File: src/rtl/store_pkg.sv
// Shared definitions for the store path: func3 codes, base byte masks and FSM encoding.
package store_pkg;

  localparam logic [2:0] F3_SB = 3'b000;
  localparam logic [2:0] F3_SH = 3'b001;
  localparam logic [2:0] F3_SW = 3'b010;

  localparam logic [3:0] MASK_SB = 4'b0001;
  localparam logic [3:0] MASK_SH = 4'b0011;
  localparam logic [3:0] MASK_SW = 4'b1111;

  typedef enum logic [1:0] {
    IDLE = 2'd0,
    W0   = 2'd1,
    W1   = 2'd2
  } state_t;

endpackage

File: src/rtl/store_lane_align.sv
// Combinational lane alignment: turns func3/offset/rs2 into a two-word byte mask and data image.
module store_lane_align
  import store_pkg::*;
(
  input  logic [2:0]  func3,
  input  logic [1:0]  off,
  input  logic [31:0] store_data,
  output logic [7:0]  mask8,
  output logic [63:0] data64,
  output logic        split,
  output logic        func3_valid
);

  logic [3:0]  base;
  logic [31:0] rep;

  // Narrow stores replicate their quantity so unused lanes carry copies rather than stale bits.
  always_comb begin
    base        = 4'b0000;
    rep         = 32'h0;
    func3_valid = 1'b0;
    case (func3)
      F3_SB: begin
        base        = MASK_SB;
        rep         = {4{store_data[7:0]}};
        func3_valid = 1'b1;
      end
      F3_SH: begin
        base        = MASK_SH;
        rep         = {2{store_data[15:0]}};
        func3_valid = 1'b1;
      end
      F3_SW: begin
        base        = MASK_SW;
        rep         = store_data;
        func3_valid = 1'b1;
      end
      default: ;
    endcase
    mask8  = {4'b0000, base} << off;
    data64 = {32'h0, rep} << {off, 3'b000};
    split  = |mask8[7:4];
  end

endmodule

File: src/rtl/data_store_controller.sv
// Store-side MEM controller: issues word-aligned cache write beats with byte enables.
// Define MISALIGN_SPLIT_EN to split word-crossing stores into two beats instead of rejecting them.
module data_store_controller
  import store_pkg::*;
#(
  parameter int ADDR_WIDTH = 32
) (
  input  logic                  clk,
  input  logic                  reset,
  input  logic                  store_req,
  input  logic [2:0]            func3,
  input  logic [ADDR_WIDTH-1:0] addr,
  input  logic [31:0]           store_data,
  output logic                  busy,
  output logic                  done,
  output logic                  misaligned_err,
  output logic                  mem_write,
  output logic [ADDR_WIDTH-1:0] mem_addr,
  output logic [31:0]           mem_wdata,
  output logic [3:0]            mem_byte_en,
  input  logic                  mem_busy
);

  localparam int WW = ADDR_WIDTH - 2;

  state_t          state, state_next;
  logic [WW-1:0]   word_q;
  logic [3:0]      mask_lo_q;
  logic [31:0]     data_lo_q;
  logic [7:0]      lane_mask8;
  logic [63:0]     lane_data64;
  logic            lane_split, lane_valid;
  logic            reject, accept, done_next, err_next, done_q, err_q;

`ifdef MISALIGN_SPLIT_EN
  logic [3:0]      mask_hi_q;
  logic [31:0]     data_hi_q;
  logic            split_q;
  logic [WW-1:0]   word_inc;

  assign reject   = 1'b0;
  assign word_inc = word_q + 1'b1;
`else
  logic            unused_hi;

  assign reject    = lane_split;
  assign unused_hi = ^{lane_mask8[7:4], lane_data64[63:32]};
`endif

  store_lane_align u_align (
    .func3       (func3),
    .off         (addr[1:0]),
    .store_data  (store_data),
    .mask8       (lane_mask8),
    .data64      (lane_data64),
    .split       (lane_split),
    .func3_valid (lane_valid)
  );

  always_ff @(posedge clk) begin
    if (reset) begin
      state     <= IDLE;
      done_q    <= 1'b0;
      err_q     <= 1'b0;
      word_q    <= '0;
      mask_lo_q <= 4'b0000;
      data_lo_q <= 32'h0;
`ifdef MISALIGN_SPLIT_EN
      mask_hi_q <= 4'b0000;
      data_hi_q <= 32'h0;
      split_q   <= 1'b0;
`endif
    end else begin
      state  <= state_next;
      done_q <= done_next;
      err_q  <= err_next;
      if (accept) begin
        word_q    <= addr[ADDR_WIDTH-1:2];
        mask_lo_q <= lane_mask8[3:0];
        data_lo_q <= lane_data64[31:0];
`ifdef MISALIGN_SPLIT_EN
        mask_hi_q <= lane_mask8[7:4];
        data_hi_q <= lane_data64[63:32];
        split_q   <= lane_split;
`endif
      end
    end
  end

  // Bus outputs come straight from the latched beat so they stay frozen while the cache stalls.
  always_comb begin
    state_next  = state;
    accept      = 1'b0;
    done_next   = 1'b0;
    err_next    = 1'b0;
    mem_write   = 1'b0;
    mem_addr    = '0;
    mem_wdata   = 32'h0;
    mem_byte_en = 4'b0000;
    case (state)
      IDLE: begin
        if (store_req) begin
          if (!lane_valid || reject) begin
            err_next = 1'b1;
          end else begin
            accept     = 1'b1;
            state_next = W0;
          end
        end
      end
      W0: begin
        mem_write   = 1'b1;
        mem_addr    = {word_q, 2'b00};
        mem_byte_en = mask_lo_q;
        mem_wdata   = data_lo_q;
        if (!mem_busy) begin
`ifdef MISALIGN_SPLIT_EN
          if (split_q) begin
            state_next = W1;
          end else begin
            state_next = IDLE;
            done_next  = 1'b1;
          end
`else
          state_next = IDLE;
          done_next  = 1'b1;
`endif
        end
      end
`ifdef MISALIGN_SPLIT_EN
      W1: begin
        mem_write   = 1'b1;
        mem_addr    = {word_inc, 2'b00};
        mem_byte_en = mask_hi_q;
        mem_wdata   = data_hi_q;
        if (!mem_busy) begin
          state_next = IDLE;
          done_next  = 1'b1;
        end
      end
`endif
      default: state_next = IDLE;
    endcase
  end

  assign busy           = (state != IDLE);
  assign done           = done_q;
  assign misaligned_err = err_q;

endmodule

File: config.mk
export PLATFORM = sky130hd
export DESIGN_NAME = data_store_controller
export DESIGN_NICKNAME = d
export VERILOG_FILES = /design/src/rtl/store_pkg.sv /design/src/rtl/store_lane_align.sv /design/src/rtl/data_store_controller.sv
export SDC_FILE = /design/constraint.sdc
export NUM_CORES = 1
export LEC_CHECK = 0
export BUFFER_PORTS_ARGS = -buffer_cell sky130_fd_sc_hd__buf_2
export CORE_UTILIZATION = 45
export CTS_CLUSTER_SIZE = 12
export DETAILED_ROUTE_END_ITERATION = 12
export HOLD_SLACK_MARGIN = 0.12
export PLACE_DENSITY = 0.71
export SLEW_MARGIN = 15
export SYNTH_ARGS = -nofsm -noshare
export SYNTH_HDL_FRONTEND = slang
export SYNTH_HIERARCHICAL = 1
export SYNTH_SLANG_ARGS = --single-unit
export TNS_END_PERCENT = 100
File: constraint.sdc
create_clock -name clk -period 4.5 [get_ports clk]
set_clock_uncertainty 0.1 [all_clocks]
set_input_delay 0.675 -clock clk [delete_from_list [all_inputs] [get_ports clk]]
set_output_delay 0.675 -clock clk [all_outputs]
set_load 0.02 [all_outputs]
==> results.py <==
metrics = {
    "timing": {
        "period_needed_ns": 2.92,
        "setup_viol": 0,
        "rsz0062_at_grt": "no",
        "fin_tns_setup_ns": 0,
        "holdWs_ns": 0.368,
        "tightestPinTransition_ns": 1.04,
        "setup_slack_ns": 1.58,
        "min_period_over_period": 0.649,
        "fmax_mhz": 342,
        "finalMaxSlewViolations": 0,
        "relSlewSlack": 0.295,
        "finalHoldViolations": 0,
    },
    "synthesis": {
        "synth_area_per_cell_sq_um": 8.40,
        "synthCells": 549,
        "ys.warnings.count": 6,
        "syn_area_sq_um": 4610,
    },
    "global_routing": {
        "gr-usage-all-layers": 0.218,
        "antenna_found_initial": 0,
        "grt_max_degree": 73,
        "gr-total-overflow": 0,
        "grt_pass1_wl_um": 17900,
        "grt_pass1_vias": 3597,
    },
    "floorplan": {
        "design.die.area_sq_um": 10700,
        "core_sq_um": 9860,
        "ios": 143,
        "die_h_um": 103,
        "start_util": 0.467,
        "die_x_um": 103,
        "rows": 36,
    },
    "cts": {
        "post_cts_resized": 0,
        "clkTransAtPathRegs_ns": 0.07,
        "clkSinkCount": 69,
        "clk_latency_ns": 0.34,
        "post-cts-setup-buffers": 0,
        "cts_tree": "done",
        "clock_path_buffers": 2,
        "htree_levels": 3,
        "hold_buffers": 0,
        "cts-root-buf": "clkbuf_8",
        "numCtsBuffers": 9,
    },
    "drt": {
        "wl_per_cell_um": 14.7,
        "drc": 0,
        "wl_um": 11500,
        "initialDrtViolationCount": 192,
        "dr.pass1.iters": 5,
        "final_antenna_net_count": 0,
        "via_per_inst": 5.15,
        "vias": 4038,
    },
    "cells_and_area": {
        "layout_common_cells": "buf_2 (140), nand2b_1 (133), and2_1 (75), mux2i_1 (75), dfxtp_1 (68)",
        "stdcell_count": 784,
        "synthToLayoutAreaGrowth_pct": 16.6,
        "final_layout_size_suffix_gt1_frac": 0.253,
        "nets": 718,
        "fin_util": 0.545,
        "layout_commonest_cell": "buf_2",
        "n_antenna_cell": 0,
    },
    "pwr": {
        "leakage_nw": 2.27,
        "ir_drop_v": 0.000106,
        "p_per_area_nw_per_um2": 253,
    },
    "placed_design": {
        "hpwl_um": 8320,
        "portBuffers": 140,
        "pre_cts_ws_ns": 1.25,
        "place_inst": 769,
        "gp_congestion": 0.908,
    },
    "setup_path": {
        "path_max_fanout": 24,
        "worst-endpoint-required_ns": 4.66,
        "cp-start-kind": "primary input",
        "cp-end-kind": "flop",
        "ff2ff_setup_slack_ns": 2.22,
        "crit_type": "primary input to flop",
        "cp.arrival_ns": 3.08,
    },
    "min_path": {
        "hold_path.class": "flop to flop",
    },
    "status": {
        "status": "finished clean",
    },
    "flow_run": {
        "max_cap_viol_count": 0,
    },
}
## layer usage
metal | global-route usage | vias up | routed length, um
li1 | - | 1995 | -
met1 | 0.314 | 1864 | 5570
met2 | 0.328 | 166 | 4900
met3 | 0.0450 | 13 | 910
met4 | 0.0661 | 0 | 131
met5 | 0 | - | 0
## worst paths after layout
path / endpoint / depth (start not counted) / start
worst max-delay path: data_lo_q[25]$_SDFFE_PP0P_ / 7 / func3[0]
worst min-delay path: data_lo_q[6]$_SDFFE_PP0P_ / 2 / data_lo_q[6]$_SDFFE_PP0P_
worst max register to register: data_lo_q[25]$_SDFFE_PP0P_ / 3 / state[0]$_SDFFE_PP0P_
worst min register to register: data_lo_q[6]$_SDFFE_PP0P_ / 2 / data_lo_q[6]$_SDFFE_PP0P_
## report_power, final
part,switching [W],total (W),internal [W]
logic,0.000129,0.000238,0.000108
registers,0.0000157,0.000646,0.000630
clock network,0.000223,0.000476,0.000253
## sequential cells by signal (all words and copies together) (netlist names)
name / cells
state: 1
data_lo_q: 32
mask_lo_q: 4
done: 1
word_q: 30
misaligned_err: 1
## area by class of cell
type,instances,area [sq um]
Tap cell,133,166
Fill cell,958,4490
Inverter,1,3.75
Clock buffer,13,139
Timing Repair Buffer,143,736
Multi-Input combinational cell,423,2910
Clock inverter,2,35.0
Sequential cell,69,1380
## metrics by stage
stage / cell area, sq um / total power (W)
floorplan: 4610 / 0.000831
global placement: 5200 / 0.000893
detailed placement: 5200 / 0.000896
CTS: 5370 / 0.00137
global route: 5370 / 0.00143
finish: 5370 / 0.00136
## critical path, stage by stage
cell      delay (ns)
buf_2           0.44
nor2b_1         0.29
a22oi_1         0.25
nor2_1          0.08
and4bb_4        0.64
buf_4           0.43
mux2i_1         0.25
Note: power is estimated with default switching activity, not from simulation.
